File: src/rtl/decode_stage.sv
// decode_stage: ID stage plus the ID/EX pipeline register of the 8-bit,
// 4-register pipelined core. It decodes the IF/ID word and drives the
// register-file read addresses. It detects load-use hazards, stalling
// IF/ID and injecting a bubble. It also picks the operand forwarding sources.
module decode_stage #(
  parameter int DATA_W  = 8,
  parameter int RADDR_W = 2
) (
  input  logic               clk,
  input  logic               rst,
  input  logic [7:0]         if_instr,
  input  logic               if_valid,
  input  logic               flush,
  input  logic [RADDR_W-1:0] mem_rd,
  input  logic               mem_reg_write,
  output logic [RADDR_W-1:0] rf_rd_addr1,
  output logic [RADDR_W-1:0] rf_rd_addr2,
  input  logic [DATA_W-1:0]  rf_rd_data1,
  input  logic [DATA_W-1:0]  rf_rd_data2,
  output logic               stall,
  output logic               idex_valid,
  output logic               idex_reg_write,
  output logic               idex_mem_read,
  output logic               idex_mem_write,
  output logic [2:0]         idex_alu_op,
  output logic [RADDR_W-1:0] idex_rd,
  output logic [DATA_W-1:0]  idex_a,
  output logic [DATA_W-1:0]  idex_b,
  output logic [1:0]         idex_fwd_a,
  output logic [1:0]         idex_fwd_b,
  output logic               illegal
);

  localparam logic [3:0] OP_NOP   = 4'b0000;
  localparam logic [3:0] OP_ADD   = 4'b0001;
  localparam logic [3:0] OP_SUB   = 4'b0010;
  localparam logic [3:0] OP_AND   = 4'b0011;
  localparam logic [3:0] OP_OR    = 4'b0100;
  localparam logic [3:0] OP_LOAD  = 4'b0101;
  localparam logic [3:0] OP_STORE = 4'b0110;

  localparam logic [1:0] FWD_RF   = 2'b00;
  localparam logic [1:0] FWD_EXM  = 2'b01;
  localparam logic [1:0] FWD_MWB  = 2'b10;

  logic [3:0]         opcode;
  logic [RADDR_W-1:0] rs1;
  logic [RADDR_W-1:0] rs2;

  logic [2:0] dec_alu_op;
  logic       dec_reg_write;
  logic       dec_mem_read;
  logic       dec_mem_write;
  logic       dec_use_rs1;
  logic       dec_use_rs2;
  logic       dec_illegal;

  logic       hazard;

  logic               valid_q,     valid_d;
  logic               reg_write_q, reg_write_d;
  logic               mem_read_q,  mem_read_d;
  logic               mem_write_q, mem_write_d;
  logic [2:0]         alu_op_q,    alu_op_d;
  logic [RADDR_W-1:0] rd_q,        rd_d;
  logic [DATA_W-1:0]  a_q,         a_d;
  logic [DATA_W-1:0]  b_q,         b_d;
  logic [1:0]         fwd_a_q,     fwd_a_d;
  logic [1:0]         fwd_b_q,     fwd_b_d;
  logic               illegal_q,   illegal_d;

  assign opcode = if_instr[7:4];
  assign rs1    = if_instr[2 +: RADDR_W];
  assign rs2    = if_instr[0 +: RADDR_W];

  assign rf_rd_addr1 = rs1;
  assign rf_rd_addr2 = rs2;

  // Forward source for one register index, based on the instructions ahead.
  // A load in ID/EX can't forward from EX/MEM; that case is the interlock.
  function automatic logic [1:0] fwd_sel(input logic [RADDR_W-1:0] src);
    if (valid_q && reg_write_q && !mem_read_q && (rd_q == src))
      return FWD_EXM;
    else if (mem_reg_write && (mem_rd == src))
      return FWD_MWB;
    else
      return FWD_RF;
  endfunction

  // Opcode decode; undefined opcodes behave as NOP but are flagged.
  always_comb begin
    dec_alu_op    = 3'b000;
    dec_reg_write = 1'b0;
    dec_mem_read  = 1'b0;
    dec_mem_write = 1'b0;
    dec_use_rs1   = 1'b0;
    dec_use_rs2   = 1'b0;
    dec_illegal   = 1'b0;
    case (opcode)
      OP_NOP: ;
      OP_ADD: begin
        dec_alu_op = 3'b001; dec_reg_write = 1'b1;
        dec_use_rs1 = 1'b1;  dec_use_rs2 = 1'b1;
      end
      OP_SUB: begin
        dec_alu_op = 3'b010; dec_reg_write = 1'b1;
        dec_use_rs1 = 1'b1;  dec_use_rs2 = 1'b1;
      end
      OP_AND: begin
        dec_alu_op = 3'b011; dec_reg_write = 1'b1;
        dec_use_rs1 = 1'b1;  dec_use_rs2 = 1'b1;
      end
      OP_OR: begin
        dec_alu_op = 3'b100; dec_reg_write = 1'b1;
        dec_use_rs1 = 1'b1;  dec_use_rs2 = 1'b1;
      end
      OP_LOAD: begin
        dec_alu_op = 3'b001; dec_reg_write = 1'b1; dec_mem_read = 1'b1;
        dec_use_rs2 = 1'b1;
      end
      OP_STORE: begin
        dec_alu_op = 3'b001; dec_mem_write = 1'b1;
        dec_use_rs1 = 1'b1;  dec_use_rs2 = 1'b1;
      end
      default: dec_illegal = 1'b1;
    endcase
  end

  // Load-use interlock: a load in ID/EX whose result the live instruction needs.
  always_comb begin
    hazard = if_valid && valid_q && mem_read_q &&
             ((dec_use_rs1 && (rs1 == rd_q)) || (dec_use_rs2 && (rs2 == rd_q)));
  end

  // A flush kills the dependent instruction, so there is nothing to hold.
  assign stall = hazard && !flush && !rst;

  // ID/EX next state: bubble unless a live instruction advances this cycle.
  // A bubble leaves rd and the operands as they were.
  always_comb begin
    valid_d     = 1'b0;
    reg_write_d = 1'b0;
    mem_read_d  = 1'b0;
    mem_write_d = 1'b0;
    alu_op_d    = 3'b000;
    fwd_a_d     = FWD_RF;
    fwd_b_d     = FWD_RF;
    illegal_d   = 1'b0;
    rd_d        = rd_q;
    a_d         = a_q;
    b_d         = b_q;
    if (!flush && !hazard && if_valid) begin
      valid_d     = 1'b1;
      reg_write_d = dec_reg_write;
      mem_read_d  = dec_mem_read;
      mem_write_d = dec_mem_write;
      alu_op_d    = dec_alu_op;
      illegal_d   = dec_illegal;
      rd_d        = rs1;
      a_d         = rf_rd_data1;
      b_d         = rf_rd_data2;
      fwd_a_d     = dec_use_rs1 ? fwd_sel(rs1) : FWD_RF;
      fwd_b_d     = dec_use_rs2 ? fwd_sel(rs2) : FWD_RF;
    end
  end

  // ID/EX register with synchronous reset to an all-zero bubble.
  always_ff @(posedge clk) begin
    if (rst) begin
      valid_q     <= 1'b0;
      reg_write_q <= 1'b0;
      mem_read_q  <= 1'b0;
      mem_write_q <= 1'b0;
      alu_op_q    <= 3'b000;
      rd_q        <= '0;
      a_q         <= '0;
      b_q         <= '0;
      fwd_a_q     <= FWD_RF;
      fwd_b_q     <= FWD_RF;
      illegal_q   <= 1'b0;
    end else begin
      valid_q     <= valid_d;
      reg_write_q <= reg_write_d;
      mem_read_q  <= mem_read_d;
      mem_write_q <= mem_write_d;
      alu_op_q    <= alu_op_d;
      rd_q        <= rd_d;
      a_q         <= a_d;
      b_q         <= b_d;
      fwd_a_q     <= fwd_a_d;
      fwd_b_q     <= fwd_b_d;
      illegal_q   <= illegal_d;
    end
  end

  assign idex_valid     = valid_q;
  assign idex_reg_write = reg_write_q;
  assign idex_mem_read  = mem_read_q;
  assign idex_mem_write = mem_write_q;
  assign idex_alu_op    = alu_op_q;
  assign idex_rd        = rd_q;
  assign idex_a         = a_q;
  assign idex_b         = b_q;
  assign idex_fwd_a     = fwd_a_q;
  assign idex_fwd_b     = fwd_b_q;
  assign illegal        = illegal_q;

endmodule

File: config.mk
export PLATFORM = sky130hd
export DESIGN_NAME = decode_stage
export DESIGN_NICKNAME = d
export VERILOG_FILES = /design/src/rtl/decode_stage.sv
export SDC_FILE = /design/constraint.sdc
export NUM_CORES = 1
export LEC_CHECK = 0
export CORE_ASPECT_RATIO = 1.1
export CORE_MARGIN = 3
export CORE_UTILIZATION = 50
export CTS_BUF_LIST = sky130_fd_sc_hd__clkbuf_2
export DETAILED_ROUTE_END_ITERATION = 12
export GPL_ROUTABILITY_DRIVEN = 0
export PLACE_DENSITY = 0.88
export SLEW_MARGIN = 10
export SYNTH_ARGS = -nofsm -noshare
export SYNTH_HDL_FRONTEND = slang
export SYNTH_SLANG_ARGS = --single-unit
File: constraint.sdc
create_clock -name clk -period 4 [get_ports clk]
set_clock_uncertainty 0.1 [all_clocks]
set_input_delay 0.6 -clock clk [delete_from_list [all_inputs] [get_ports clk]]
set_output_delay 0.6 -clock clk [all_outputs]
set_load 0.005 [all_outputs]
==> results.sh, run 1 <==
export IMPL_core_area_sq_mm=0.003441
export IMPL_met3_length_microns=411
export IMPL_clock_tree_root_cell="clkbuf_2"
export IMPL_drt_total_wl_microns=4892
export IMPL_max_vdd_ir_drop_uv=191.8
export IMPL_total_power_w=0.0006268
export IMPL_ys_warn_count=0
export IMPL_start_kind="input pin"
export IMPL_numPortBuffers=65
export IMPL_worst_setup_path_end_kind="output port"
export IMPL_die_height_microns=69.87
export IMPL_antenna_found_initial=0
export IMPL_clock_sinks=30
export IMPL_worstSetupPathType="input pin to output port"
export IMPL_routed_top_layer="met4"
export IMPL_nets=283
export IMPL_num_rows=22
export IMPL_yosysTopAreaCell="dfxtp_1"
export IMPL_ctsResizeCount=0
export IMPL_antenna_left=0
export IMPL_routed_wl_met2_microns=2383
export IMPL_synth_seq_cells=30
export IMPL_num_fill_cells=278
export IMPL_diodes=0
export IMPL_final_cell_mix="clkdlybuf4s50_1, dfxtp_1, nand3_1"
export IMPL_hp_class="flip-flop to flip-flop"
export IMPL_critPathArrivalTime_ns=2.71
export IMPL_initial_core_util_pct=53.89
export IMPL_ios=66
export IMPL_maxCapViolations=0
export IMPL_period_needed_ns=3.411
export IMPL_die_area_sq_mm=0.004476
export IMPL_cellLeakagePower_nw=0.8569
export IMPL_mostFrequentLayoutCell="clkdlybuf4s50_1"
export IMPL_clk_pin_slew_worst_paths_ns=0.18
export IMPL_drtIter0Drc=127
export IMPL_tightest_slew_ns=0.9238
export IMPL_wl_met1_microns=2036
export IMPL_grt_ovfl_total=0
export IMPL_grt_pass1_vias=1624
export IMPL_wl_per_cell_microns=16.25
export IMPL_synthCells=202
export IMPL_p_per_area_mw_per_mm2=252.7
export IMPL_dr_total_vias=1857
export IMPL_cts_buffers=5
export IMPL_clk_latency_ns=0.38
export IMPL_netlist_area_sq_mm=0.001854
export IMPL_postCtsSetupBuffers=0
export IMPL_maxSlewHeadroom_pct=37.95
export IMPL_postCtsHoldBufs=0
export IMPL_area_delta_synth_final_pct=33.74
export IMPL_status="completed"
export IMPL_fin_crit_sh_pct=85.28
export IMPL_cp_required_ns=3.30
export IMPL_cp_max_fo=20
export IMPL_syn_area_per_cell_sq_um=9.180
export IMPL_synthTopCellsByArea="dfxtp_1, nand3_2, a32oi_1"
export IMPL_grt_max_degree=38
export IMPL_grt_setup_unrepaired="no"
export IMPL_grt_use_total_pct=21.80
export IMPL_drive_above_1_share_pct=14.62
export IMPL_fp_dieW_microns=64.07
export IMPL_drt_pass1_iter_count=4
export IMPL_final_util_pct=72.07
export IMPL_finalSetupViolCount=0
export IMPL_synth_nets=233
export IMPL_hpwl_microns=3334
export IMPL_hold_violations=0
export IMPL_viasPerCell=6.169
export IMPL_setup_tns_final_ns=0
export IMPL_clock_path_buffers=2
export IMPL_htreeDepth=2
export IMPL_tritoncts="yes"
export IMPL_synth_top_area_share_pct=32.39
export IMPL_ys_types=35
export IMPL_fmax_mhz=293.1
export IMPL_drcViolationCount=0
export IMPL_grt_pass1_wl_microns=7990
export IMPL_slew_violations=0
export IMPL_synth_seq_area_share_pct=32.39
==> report_power, final <==
group	leakage [nW]	total, W	internal (W)	switching [W]
Clock	0.0264	0.000154	0.0000398	0.000114
Sequential	0.245	0.000328	0.000314	0.0000133
Combinational	0.585	0.000145	0.0000821	0.0000629
Total	0.857	0.000627	0.000436	0.000190
==> layer usage <==
metal  GRT usage (%)  vias up
li1                -      882
met3           7.074        6
met2           32.95       88
met5               0        -
met4           6.475        0
met1           29.37      881
==> worst paths after layout <==
| path | from | end | slack [ns] | depth (start not counted) |
|---|---|---|---|---|
| worst max-delay path | if_instr[1] | stall | 0.59 | 5 |
| worst min-delay path | idex_b[0] | idex_b[0] | 0.43 | 2 |
| worst max register to register | idex_rd[1] | idex_fwd_a[1] | 1.77 | 4 |
| worst min register to register | idex_b[0] | idex_b[0] | 0.43 | 2 |
==> cell families (layout without fill, tap and decap cells) <==
logic type / after synthesis / after routing / synth area share (%)
xor+xnor: 9 / 9 / 4.251
flops: 30 / 30 / 32.39
buf+inv: 27 / 78 / 8.636
simple gates: 96 / 96 / 36.10
compound gates: 40 / 40 / 18.62
==> flip-flops by register name (all words and copies together), names as in the netlist <==
register	flops
idex_a	8
idex_b	8
idex_alu_op	3
idex_fwd_a	2
idex_fwd_b	2
idex_rd	2
idex_mem_read	1
idex_mem_write	1
idex_reg_write	1
idex_valid	1
illegal	1
==> cell type report <==
cell class | count | area [sq um] | share of cell area (%)
multi-input combinational | 145 | 1094 | 44.10
timing repair buffer | 69 | 680.7 | 27.45
sequential | 30 | 600.6 | 24.22
tap | 48 | 60.06 | 2.422
clock buffer | 5 | 25.02 | 1.009
clock inverter | 3 | 16.27 | 0.6559
inverter | 1 | 3.754 | 0.1514
==> synthesized netlist by cell type (all sizes together) <==
cell     count
and2         1
nor2b        1
nor2        10
nand2        5
nor4         3
buf         14
o2111ai     18
a21oi        3
nand4        1
a21boi       1
or2          1
xor2         3
nand4b       1
nor3         2
and3         1
a32oi       18
nor4b        3
or4          1
nor3b       20
xnor2        6
and4         1
nand3b       1
nand3       41
inv          1
clkbuf      12
nand2b       3
dfxtp       30
==> worst max-delay path: stages <==
cell and delay, ns:
clkdlybuf4s50_1 0.47, xor2_1 0.22, or4_4 0.71, a21oi_2 0.19, clkdlybuf4s50_1 0.51
==> stage by stage <==
step / instances / area, sq um / hold slack [ns] / worst slack, ns
floorplan: 202 / 1854 / 0.3987 / 1.578
global placement: 293 / 2439 / 0.4039 / 0.6241
detailed placement: 293 / 2439 / 0.4056 / 0.5887
CTS: 301 / 2480 / 0.4339 / 0.5829
global route: 301 / 2480 / 0.4470 / 0.5223
finish: 301 / 2480 / 0.4296 / 0.5887
Power figures use the tool's default switching activity.
==> run 2, diff against run 1 <==
CORE_ASPECT_RATIO = 0.8   (was 1.1)
TNS_END_PERCENT = 100   (was not set)
==> run 2 against run 1 <==
Against the previous run:
- wire length rose by 2.6%
- register-to-register slack about the same
- worst setup slack lost 0.0065 ns
- sequential cell count stayed put
- clock power fell by 3%
- non-clock buffer count unchanged
- power shrank 0.45%
- via count down 1.1%
- global-route usage rose by 1.0 points
- critical path depth did not move
- critical endpoint unchanged
- largest power group unchanged
==> results.sh, run 2 (synthesized netlist as in run 1, its figures left out) <==
export IMPL_status="completed"
export IMPL_drive_above_1_share_pct=14.62
export IMPL_ctsResizeCount=0
export IMPL_cellLeakagePower_nw=0.8609
export IMPL_hold_violations=0
export IMPL_grt_pass1_vias=1679
export IMPL_clk_latency_ns=0.38
export IMPL_clock_sinks=30
export IMPL_maxCapViolations=0
export IMPL_final_cell_mix="clkdlybuf4s50_1, dfxtp_1, nand3_1"
export IMPL_postCtsSetupBuffers=0
export IMPL_clock_tree_root_cell="clkbuf_2"
export IMPL_maxSlewHeadroom_pct=37.19
export IMPL_postCtsHoldBufs=0
export IMPL_die_area_sq_mm=0.004480
export IMPL_clock_path_buffers=2
export IMPL_grt_pass1_wl_microns=7990
export IMPL_die_height_microns=60.47
export IMPL_grt_ovfl_total=0
export IMPL_clk_pin_slew_worst_paths_ns=0.16
export IMPL_cp_required_ns=3.30
export IMPL_tritoncts="yes"
export IMPL_hp_class="flip-flop to flip-flop"
export IMPL_worstSetupPathType="input pin to output port"
export IMPL_drt_pass1_iter_count=4
export IMPL_initial_core_util_pct=53.06
export IMPL_period_needed_ns=3.418
export IMPL_start_kind="input pin"
export IMPL_drtIter0Drc=172
export IMPL_grt_max_degree=38
export IMPL_area_delta_synth_final_pct=33.20
export IMPL_setup_tns_final_ns=0
export IMPL_mostFrequentLayoutCell="clkdlybuf4s50_1"
export IMPL_total_power_w=0.0006239
export IMPL_htreeDepth=2
export IMPL_finalSetupViolCount=0
export IMPL_critPathArrivalTime_ns=2.72
export IMPL_num_rows=19
export IMPL_antenna_left=0
export IMPL_fin_ws_ns=0.5822
export IMPL_antenna_found_initial=0
export IMPL_dp_slack_ns=0.6091
export IMPL_wl_per_cell_microns=17.01
export IMPL_placed_area_sq_mm=0.002431
export IMPL_cts_buffers=5
export IMPL_grt_setup_unrepaired="no"
export IMPL_fmax_mhz=292.6
export IMPL_p_per_area_mw_per_mm2=252.6
export IMPL_dr_total_vias=1836
export IMPL_numPortBuffers=65
export IMPL_ios=66
export IMPL_cp_max_fo=20
export IMPL_tightest_slew_ns=0.9351
export IMPL_fp_dieW_microns=74.09
export IMPL_fin_crit_sh_pct=85.44
export IMPL_fin_area_sq_mm=0.002470
export IMPL_drcViolationCount=0
export IMPL_drt_total_wl_microns=5017
export IMPL_slew_violations=0
export IMPL_core_area_sq_mm=0.003495
export IMPL_nets=283
export IMPL_diodes=0
export IMPL_final_util_pct=70.68
export IMPL_worst_setup_path_end_kind="output port"
export IMPL_grt_use_total_pct=22.80
export IMPL_max_vdd_ir_drop_uv=211.1
export IMPL_viasPerCell=6.224
export IMPL_hpwl_microns=3433
==> run 2: cell types whose count changed in the layout (fill, tap and decap cells not counted), sizes merged <==
cell	previous run	this run
clkbuf	5	6
clkinvlp	1	0
==> run 2: worst max-delay path: stages <==
cell and delay [ns]:
clkdlybuf4s50_1 0.47, xor2_1 0.22, or4_4 0.72, a21oi_2 0.19, clkdlybuf4s50_1 0.51
==> run 2: cell type report <==
class                           count  area [sq um]
Tap cell                           42         52.55
Clock inverter                      2         8.758
Sequential cell                    30         600.6
Multi-Input combinational cell    145          1094
Timing Repair Buffer               69         680.7
Inverter                            1         3.754
Clock buffer                        6         30.03
Fill cell                         283          1025
==> run 2: worst paths after layout <==
| check | startpoint | endpoint | slack, ns | cells past startpoint |
|---|---|---|---|---|
| worst max-delay path | if_instr[1] | stall | 0.58 | 5 |
| worst min-delay path | idex_b[0] | idex_b[0] | 0.43 | 2 |
| worst max register to register | idex_rd[1] | idex_alu_op[1] | 1.76 | 4 |
| worst min register to register | idex_b[0] | idex_b[0] | 0.43 | 2 |
==> run 2: metal layers <==
metal / vias to the layer above / wire length (microns) / global-route usage, % / part of all wire (%)
li1: 885 / - / - / -
met1: 873 / 2289 / 31.06 / 46
met2: 68 / 2253 / 35.48 / 45
met3: 10 / 407 / 5.298 / 8.1
met4: 0 / 66 / 8.269 / 1.3
met5: - / 0 / 0 / 0
==> run 2: per-stage QoR <==
step,hold WS [ns],std cells
floorplan,0.3987,202
global placement,0.4013,287
detailed placement,0.4077,287
CTS,0.4305,295
global route,0.4580,295
finish,0.4294,295
==> run 2: where the power goes <==
group / switching (W) / internal (W) / total, W
combinational: 0.0000637 / 0.0000821 / 0.000146
clock: 0.000107 / 0.0000429 / 0.000150
sequential: 0.0000136 / 0.000314 / 0.000328
total: 0.000185 / 0.000439 / 0.000624
